--- config.mk ---
export PLATFORM = sky130hd
export DESIGN_NAME = keypad_matrix_emulator_flat
export DESIGN_NICKNAME = d
export VERILOG_FILES = /design/src/rtl/keypad_matrix_emulator_if.sv /design/src/rtl/keypad_matrix_emulator.sv /design/src/flat_wrapper.sv
export SDC_FILE = /design/constraint.sdc
export NUM_CORES = 1
export LEC_CHECK = 0
export CAP_MARGIN = 30
export CORE_MARGIN = 8
export CORE_UTILIZATION = 50
export CTS_BUF_LIST = sky130_fd_sc_hd__clkbuf_2 sky130_fd_sc_hd__clkbuf_4 sky130_fd_sc_hd__clkbuf_8
export DETAILED_ROUTE_END_ITERATION = 8
export GPL_ROUTABILITY_DRIVEN = 0
export PLACE_DENSITY_LB_ADDON = 0.08
export SKIP_CTS_REPAIR_TIMING = 1
export SYNTH_ARGS = -nofsm -noshare
export SYNTH_HDL_FRONTEND = slang
export SYNTH_SLANG_ARGS = --single-unit
--- constraint.sdc ---
create_clock -name clk -period 2.6 [get_ports clk]
set_input_delay 0.39 -clock clk [delete_from_list [all_inputs] [get_ports clk]]
set_output_delay 0.39 -clock clk [all_outputs]
set_load 0.05 [all_outputs]
--- src/rtl/keypad_matrix_emulator_if.sv ---
// Key-code push handshake between a stimulus source and the keypad emulator.
interface keypad_matrix_emulator_if;
    logic       key_valid;
    logic [3:0] key_code;
    logic       key_ready;

    modport master (output key_valid, output key_code, input key_ready);
    modport slave  (input key_valid, input key_code, output key_ready);
endinterface

--- src/rtl/keypad_matrix_emulator.sv ---
// 4x4 keypad emulator: queued key codes replayed as timed press/release on the row lines.
// Optional contact bounce via LFSR when KEYEMU_BOUNCE_EN is defined.
module keypad_matrix_emulator #(
    parameter int HOLD_CYCLES   = 2000,
    parameter int GAP_CYCLES    = 1000,
    parameter int FIFO_DEPTH    = 4,
    parameter int BOUNCE_CYCLES = 64
) (
    input  logic                          clk,
    input  logic                          reset,
    input  logic [3:0]                    shift_col,
    output logic [3:0]                    row,
    keypad_matrix_emulator_if.slave       kif,
    output logic                          key_active,
    output logic [3:0]                    active_code,
    output logic [$clog2(FIFO_DEPTH):0]   fifo_count,
    output logic                          busy
);
    localparam int AW    = $clog2(FIFO_DEPTH);
    localparam int MAXHG = (HOLD_CYCLES > GAP_CYCLES) ? HOLD_CYCLES : GAP_CYCLES;
    localparam int MAXC  = (MAXHG > BOUNCE_CYCLES) ? MAXHG : BOUNCE_CYCLES;
    localparam int CW    = $clog2(MAXC + 1);
    localparam logic [CW-1:0] HOLD_LD = CW'(HOLD_CYCLES - 1);
    localparam logic [CW-1:0] GAP_LD  = CW'(GAP_CYCLES - 1);
    localparam logic [AW:0]   DEPTH_V = (AW+1)'(FIFO_DEPTH);

    typedef struct packed {
        logic [1:0] col;
        logic [1:0] row;
    } key_t;

    typedef enum logic [1:0] {S_IDLE, S_PRESS, S_RELEASE} state_t;

    state_t                          state, state_nx;
    logic [CW-1:0]                   cnt;
    logic                            cnt_zero;
    logic [FIFO_DEPTH-1:0][3:0]      mem;
    logic [AW-1:0]                   wr_ptr, rd_ptr;
    logic                            push, pop;
    logic                            contact;
    logic [3:0]                      row_nx;
    key_t                            act_key;

    // ---------------- FIFO ----------------
    assign kif.key_ready = (fifo_count < DEPTH_V);
    assign push          = kif.key_valid & kif.key_ready;
    assign pop           = (state == S_IDLE) && (fifo_count != '0);

    always_ff @(posedge clk) begin
        if (push) mem[wr_ptr] <= kif.key_code;
    end

    always_ff @(posedge clk or negedge reset) begin
        if (!reset) begin
            wr_ptr     <= '0;
            rd_ptr     <= '0;
            fifo_count <= '0;
        end else begin
            if (push) wr_ptr <= wr_ptr + 1'b1;
            if (pop)  rd_ptr <= rd_ptr + 1'b1;
            case ({push, pop})
                2'b10:   fifo_count <= fifo_count + 1'b1;
                2'b01:   fifo_count <= fifo_count - 1'b1;
                default: fifo_count <= fifo_count;
            endcase
        end
    end

    // ---------------- FSM ----------------
    assign cnt_zero = (cnt == '0);

    always_ff @(posedge clk or negedge reset) begin
        if (!reset) state <= S_IDLE;
        else        state <= state_nx;
    end

    always_comb begin
        state_nx = state;
        case (state)
            S_IDLE:    if (pop)      state_nx = S_PRESS;
            S_PRESS:   if (cnt_zero) state_nx = S_RELEASE;
            S_RELEASE: if (cnt_zero) state_nx = S_IDLE;
            default:                 state_nx = S_IDLE;
        endcase
    end

    always_comb begin
        key_active = (state == S_PRESS);
        busy       = (state != S_IDLE) || (fifo_count != '0);
    end

    // Counter reloads on every state entry, so it never needs to wrap.
    always_ff @(posedge clk or negedge reset) begin
        if (!reset) begin
            cnt         <= '0;
            active_code <= '0;
        end else begin
            case (state)
                S_IDLE: if (pop) begin
                    cnt         <= HOLD_LD;
                    active_code <= mem[rd_ptr];
                end
                S_PRESS:   cnt <= cnt_zero ? GAP_LD : cnt - 1'b1;
                S_RELEASE: if (!cnt_zero) cnt <= cnt - 1'b1;
                default:   cnt <= '0;
            endcase
        end
    end

    // ---------------- contact model ----------------
`ifdef KEYEMU_BOUNCE_EN
    localparam logic [CW-1:0] HOLD_BW = CW'(HOLD_CYCLES - BOUNCE_CYCLES);
    localparam logic [CW-1:0] GAP_BW  = CW'(GAP_CYCLES - BOUNCE_CYCLES);
    logic [7:0] lfsr;
    logic       in_bounce;

    // x^8+x^6+x^5+x^4+1, free-running
    always_ff @(posedge clk or negedge reset) begin
        if (!reset) lfsr <= 8'hA5;
        else        lfsr <= {lfsr[6:0], lfsr[7] ^ lfsr[5] ^ lfsr[4] ^ lfsr[3]};
    end

    // Counter starts at LD and counts down, so the first BOUNCE cycles are cnt >= LD+1-BOUNCE.
    assign in_bounce = ((state == S_PRESS)   && (cnt >= HOLD_BW)) ||
                       ((state == S_RELEASE) && (cnt >= GAP_BW));
    assign contact   = in_bounce ? lfsr[0] : key_active;
`else
    assign contact   = key_active;
`endif

    // ---------------- row generation ----------------
    assign act_key = key_t'(active_code);

    for (genvar g = 0; g < 4; g++) begin : g_row
        assign row_nx[g] = ~(contact && (act_key.row == 2'(g)) && !shift_col[act_key.col]);
    end

    always_ff @(posedge clk or negedge reset) begin
        if (!reset) row <= 4'hF;
        else        row <= row_nx;
    end
endmodule

--- src/flat_wrapper.sv ---
// flat-port wrapper written by rule: the top's interface ports become plain ports
module keypad_matrix_emulator_flat 
#(
    parameter int HOLD_CYCLES   = 2000,
    parameter int GAP_CYCLES    = 1000,
    parameter int FIFO_DEPTH    = 4,
    parameter int BOUNCE_CYCLES = 64
)
  (clk, reset, shift_col, row, key_active, active_code, fifo_count, busy, kif_key_valid, kif_key_code, kif_key_ready);
  keypad_matrix_emulator_if kif_i ();
  input  logic clk;
  input  logic reset;
  input  logic [3:0] shift_col;
  output logic [3:0] row;
  output logic key_active;
  output logic [3:0] active_code;
  output logic [$clog2(FIFO_DEPTH):0] fifo_count;
  output logic busy;
  input wire logic [$bits(kif_i.key_valid)-1:0] kif_key_valid;
  input wire logic [$bits(kif_i.key_code)-1:0] kif_key_code;
  output wire logic [$bits(kif_i.key_ready)-1:0] kif_key_ready;
  assign kif_i.key_valid = kif_key_valid;
  assign kif_i.key_code = kif_key_code;
  assign kif_key_ready = kif_i.key_ready;
  keypad_matrix_emulator #(.HOLD_CYCLES(HOLD_CYCLES), .GAP_CYCLES(GAP_CYCLES), .FIFO_DEPTH(FIFO_DEPTH), .BOUNCE_CYCLES(BOUNCE_CYCLES)) u_core (.clk(clk), .reset(reset), .shift_col(shift_col), .row(row), .kif(kif_i), .key_active(key_active), .active_code(active_code), .fifo_count(fifo_count), .busy(busy));
endmodule
# Yosys cells after proc, flatten, opt, wreduce, memory -nomap -nowiden
# Index checks and enable logic that the tools add are counted.
# totals
regBits	44
latchBits	0
ram_bits	0
romBits	0
output_inout_bits	14
elab_cells	74
n_memories	0
# op_classes
n_addsub	5
multipliers	0
div	0
n_lt_le_gt_ge	5
n_eq_ne	11
shifts	0
n_mux	16
bitwise_logic	5
n_reduce_logical	21
# ops
op	n
$mux W11	3
$pmux W11 S3	1
$bwmux W16	1
$logic_not A11 Y1	1
$sub A11 B1 Y11 const B	1
$logic_and A1 B1 Y1	10
$lt A2 B3 Y1 const B	3
$bmux W4 S2	1
$demux W4 S2	1
$eq A2 B2 Y1 const B	4
$mux W4	2
$eq A2 B1 Y1 const B	3
$mux W2	3
$ne A2 B1 Y1 const B	3
$pmux W2 S3	1
$pmux W3 S2	1
$add A2 B1 Y2 const B	2
$logic_not A2 Y1	2
$not A1 Y1	4
$reduce_and A2 Y1	2
$reduce_bool A2 Y1	2
$add A3 B1 Y3 const B	1
$lt A3 B3 Y1 const B	1
$reduce_and A3 Y1	1
other kinds (9)	9

# Logic depth before layout (Yosys ltp)
# Gate-level depths: netlist of run 1.
# logic_depth
word_depth	5
ltp_mapped	10
depth_no_buf	9

# Worst setup path after synthesis of run 1
# No wires, ideal clock.
# synth_path
path_kind	reg-to-reg
startpoint	register u_core.fifo_count[0]
endpoint	register u_core.fifo_count[2]
setup_ps	139
t_arrival_ps	2167
required_ps	2461
setup_slack_ps	294
path_stages_with_launch	11
n_path_buf	1
cell_sequence	dfrtp_1 nor3_1 nand2b_1 clkbuf_1 inv_2 ha_1 inv_1 fa_1 xor2_1 nor2_1 xnor2_1
# synth_via
elab_chain_len	4
word_cells_on_any_way	10
classes_between	2 x add/sub; 1 x order compare; 2 x eq/ne; 1 x mux; 1 x bitwise; 3 x reduce/logical
# synth_lines
item	line_no	text
start, declared	keypad_matrix_emulator.sv:16	output logic [$clog2(FIFO_DEPTH):0] fifo_count,
start signal, assigned	keypad_matrix_emulator.sv:62	2'b10: fifo_count <= fifo_count + 1'b1;
start signal, assigned	keypad_matrix_emulator.sv:63	2'b01: fifo_count <= fifo_count - 1'b1;
start signal, assigned	keypad_matrix_emulator.sv:64	default: fifo_count <= fifo_count;
$reduce_bool A3 Y1 *	keypad_matrix_emulator.sv:47	assign pop = (state == S_IDLE) && (fifo_count != '0);
$logic_and A1 B1 Y1 *	keypad_matrix_emulator.sv:47	
named net u_core.pop	keypad_matrix_emulator.sv:39	logic push, pop;
$eq A2 B1 Y1 / $eq A2 B2 Y1 (equally long branches)	keypad_matrix_emulator.sv:61	case ({push, pop})
$pmux W3 S2 / $reduce_bool A2 Y1 (equally long branches)	n/a	
# The timed path passes the listed nets; every way through them passes the cells marked *.
# A chain may end at the register's enable or synchronous reset.

# Worst setup path after layout of run 1
# layout_path
startpoint	register u_core.state[1]
endpoint	output port key_active
# layout_via
elab_chain_len	1
# layout_lines
item	line_no	text
start, declared	keypad_matrix_emulator.sv:34	state_t state, state_nx;
start signal, assigned	keypad_matrix_emulator.sv:74	else state <= state_nx;
$eq A2 B1 Y1	keypad_matrix_emulator.sv:88	key_active = (state == S_PRESS);
end, declared	flat_wrapper.sv:15	output logic key_active;
# Every way passes these cells.

==> results of run 1 <==
==> cells by family after synthesis <==
logic type               count (synthesis)  synth area share
adder cells (fa/ha/maj)                  8           0.04826
flip-flops                              44            0.5320
XOR/XNOR                                13           0.05107
buffers and inverters                   25           0.04713
multiplexers                             7           0.05948
AND/OR/NAND/NOR                         65            0.1594
AO/OA/AOI/OAI                           34            0.1027
==> flip-flops by register name, indices dropped and copies added (netlist names) <==
signal	count
u_core.mem	16
u_core.fifo_count	3
u_core.rd_ptr	2
u_core.state	2
u_core.wr_ptr	2
u_core.active_code	4
u_core.cnt	11
u_core.row	4
==> worst reg2reg max path, stage by stage (launching register included) <==
cell and delay, ns:
sky130_fd_sc_hd__dfrtp_1 0.52, sky130_fd_sc_hd__nor2_1 0.24, sky130_fd_sc_hd__nand2b_1 0.12, sky130_fd_sc_hd__inv_2 0.13, sky130_fd_sc_hd__ha_1 0.21, sky130_fd_sc_hd__inv_1 0.06
sky130_fd_sc_hd__fa_1 0.37, sky130_fd_sc_hd__xor2_1 0.15, sky130_fd_sc_hd__nor2_1 0.13, sky130_fd_sc_hd__xnor2_1 0.13
==> metrics by stage <==
| stage | instances | hold WS (ns) | utilization | worst slack, ns |
|---|---|---|---|---|
| floorplan | 196 | 0.09441 | - | 0.2939 |
| global placement | 266 | 0.4845 | 0.5819 | 0.5433 |
| detailed placement | 266 | 0.5029 | 0.5819 | 0.5064 |
| CTS | 274 | 0.4716 | 0.6085 | 0.1681 |
| global route | 274 | 0.5048 | 0.6085 | 0.08929 |
| finish | 274 | 0.4539 | 0.6085 | 0.1771 |
==> layout make-up <==
class                           instances  area, um2
Timing Repair Buffer                   28      270.3
Sequential cell                        44       1186
Clock inverter                          3      46.29
Fill cell                             365       1693
Clock buffer                            5      68.82
Multi-Input combinational cell        127      938.4
Tap cell                               52      65.06
Inverter                               15      56.30
==> per-layer routing <==
metal,share of wire,GRT usage,up-vias
met3,0.049,0.03017,11
met4,0.022,0.07069,0
li1,-,-,744
met5,0,0,-
met2,0.52,0.2409,53
met1,0.41,0.1614,779
==> final timing paths <==
check | start | to | slack [ns]
max reg2reg | u_core.state[1] | u_core.fifo_count[2] | 0.48
min reg2reg | u_core.active_code[1] | u_core.row[3] | 0.51
max in group asynchronous | reset | u_core.row[1] | 1.82
max | u_core.state[1] | key_active | 0.18
min in group clk | u_core.active_code[1] | u_core.row[3] | 0.51
min | reset | u_core.cnt[10] | 0.45
==> power by group <==
part,internal [mW],switching [mW]
Combinational,0.501,0.686
Clock,0.289,0.247
Sequential,0.944,0.264
Total,1.74,1.20
==> cell usage in the layout, fill, tap and decap left out, types with 2 or more instances in the layout <==
cell / count
sky130_fd_sc_hd__a211oi_1: 2
sky130_fd_sc_hd__a21oi_1: 4
sky130_fd_sc_hd__and2_1: 4
sky130_fd_sc_hd__and3_1: 2
sky130_fd_sc_hd__buf_4: 4
sky130_fd_sc_hd__clkbuf_8: 5
sky130_fd_sc_hd__clkdlybuf4s50_1: 24
sky130_fd_sc_hd__dfrtp_1: 24
sky130_fd_sc_hd__dfstp_2: 4
sky130_fd_sc_hd__edfxtp_1: 16
sky130_fd_sc_hd__ha_1: 7
sky130_fd_sc_hd__inv_1: 14
sky130_fd_sc_hd__mux2i_1: 2
sky130_fd_sc_hd__mux4_2: 5
sky130_fd_sc_hd__nand2_1: 25
sky130_fd_sc_hd__nand2b_1: 3
sky130_fd_sc_hd__nand3_1: 4
sky130_fd_sc_hd__nor2_1: 10
sky130_fd_sc_hd__nor3_1: 4
sky130_fd_sc_hd__nor4_1: 3
sky130_fd_sc_hd__o21a_1: 2
sky130_fd_sc_hd__o21ai_0: 7
sky130_fd_sc_hd__o21ai_1: 6
sky130_fd_sc_hd__o31ai_1: 2
sky130_fd_sc_hd__xnor2_1: 11
sky130_fd_sc_hd__xor2_1: 2
==> results.txt, run 1 <==
The die is 82.78 um wide. The async set-or-reset flop fraction in the synthesized netlist is 0.6364. The all-layer global routing usage is 0.1404. The synthesized design spends more area on one cell type than any other, namely sky130_fd_sc_hd__dfrtp_1. CTS saw 44 sinks. The total core area is 4324 um2. The count of endpoints failing hold in the final timing report came to 0. The number of warnings reported in the yosys synthesis log is 0. The total overflow left after global routing is 0. The wire-length estimate of the detail-placed layout is 3265 um.

The number of buffers between clock root and the deepest sink came out at 2. The initial standard-cell utilization of the core is 0.5156. The cell count along the critical path came out at 3. The tightest slew margin relative to the limit is 0.6632.

The cell type of the slowest stage on the worst timing path is sky130_fd_sc_hd__clkdlybuf4s50_1. The worst setup path is launched from a register. The unique cell type count in the Yosys netlist is 50. The flow ran to the end, and the final reports show no timing, DRC or antenna violations.

The height of the die is 82.78 um. The worst path needs 2.423 ns of the cycle, external delays included. The number of endpoints failing setup at the final stage is 0. The area of all placed cells without fillers came out at 2631 um2. The number of global-route vias before repair came out at 1560. The area of the mapped netlist is 2230 um2. The worst-case IR drop observed on VDD is 0.0005868 V. The data required time of the critical path came out at 2.21 ns. Dividing the final minimum period by the clock period gives 0.9319. The area of the die is 6852 um2. By count the netlist is led by sky130_fd_sc_hd__nand2_1 (25), sky130_fd_sc_hd__dfrtp_1 (24), sky130_fd_sc_hd__edfxtp_1 (16). The slew at the pin closest to its max-slew limit came out at 0.5037 ns. The clock reaches the later pin of the worst-skew pair after 0.30 ns. The commonest register cell after synthesis is sky130_fd_sc_hd__dfrtp_1.

The first global-routing pass estimated 7327 um of wire. The number of cells on the worst reg-to-reg path came out at 9. Across the run, the number of max-cap violations was 0. The category of the most critical setup path is register to output pin.

The number of inserted diodes came out at 0. The number of max-slew violations in the final report is 0. The H-tree was split into 2 levels. The layout overhead on the synthesized area is 18.01%. The cell chosen for the clock root is sky130_fd_sc_hd__clkbuf_8.

The total via count after detailed routing came out at 1587. Adding up every negative setup slack in the final design gives 0 ns. For this block, the initial DRC count from the detailed router was 140. The critical path goes through nand2b_1 -> inv_1 -> clkdlybuf4s50_1.

When the netlist entered floorplanning its net count stood at 215. Entering global routing, the biggest net connects 29 pins. The worst setup path is captured at an output pin. The share of synthesized area occupied by flip-flops and latches came out at 0.5320. The number of antenna violations at the first check in global routing is 0. The number of vias per cell after detailed routing came out at 5.792. The clock tree skew after final layout came out at 0.01178 ns.

Among cell families on the critical path, the largest total delay comes from buffers and inverters. By area the synthesized netlist is led by sky130_fd_sc_hd__dfrtp_1 (27%), sky130_fd_sc_hd__edfxtp_1 (22%), sky130_fd_sc_hd__mux4_2 (5.1%), sky130_fd_sc_hd__dfstp_2 (4.7%), sky130_fd_sc_hd__xnor2_1 (4.3%). Port buffering added 24 buffers. Of the cells placed in the final design, the portion with a size suffix greater than 1 is 0.1261. After clock tree synthesis, the clock-pin slew on the worst setup and hold paths is 0.09 ns. The data arrival time at the worst-slack endpoint came out at 2.03 ns. After synthesis the netlist holds a flip-flop and latch count of 44. The post-layout net count came out at 240.

The number of cell rows came out at 24. Setup repair after global routing left no endpoint under its margin. The number of clock buffers inserted by TritonCTS came out at 5. The number of top-level design ports is 25. For this block, the routed nets add up to 4431 um of wire. The cell count after synthesis came out at 196. The dominant cell by count in the synthesized netlist is sky130_fd_sc_hd__nand2_1. The post-detailed-route DRC marker count came out at 0.

The buffering stage count on the worst path with inverters included is 2. Once placement finished, the instance area stood at 2516 um2. The leakage power came out at 1.020 nW. The first-pass detailed-route iteration total came out at 4. The average instance area after synthesis is 11.38 um2.

The share of synthesized area in the top cell type comes to 0.2694. TritonCTS built the clock tree. The ratio of total power to cell area is 1114 nW/um2. The wire length per cell after detailed routing came out at 16.17 um. The count of antenna-violating nets left after detailed routing is 0. The maximum clock rate came out at 412.7 MHz. After layout, the design draws a total of 2.932 mW. The number of flops mapped to enable cells by yosys came out at 16. The min-delay analysis places its worst path in the category input port to asynchronous set/reset pin. In this design, the stage delay of the slowest critical-path cell is 0.80 ns. The largest fanout on the critical path came out at 12.
(Power assumes the default switching activity.)
==> inputs of run 2 (changes only) <==
- SLEW_MARGIN: not set -> 20
==> results of run 2 <==
Final layout, timing and power as in run 1 (identical DEF).
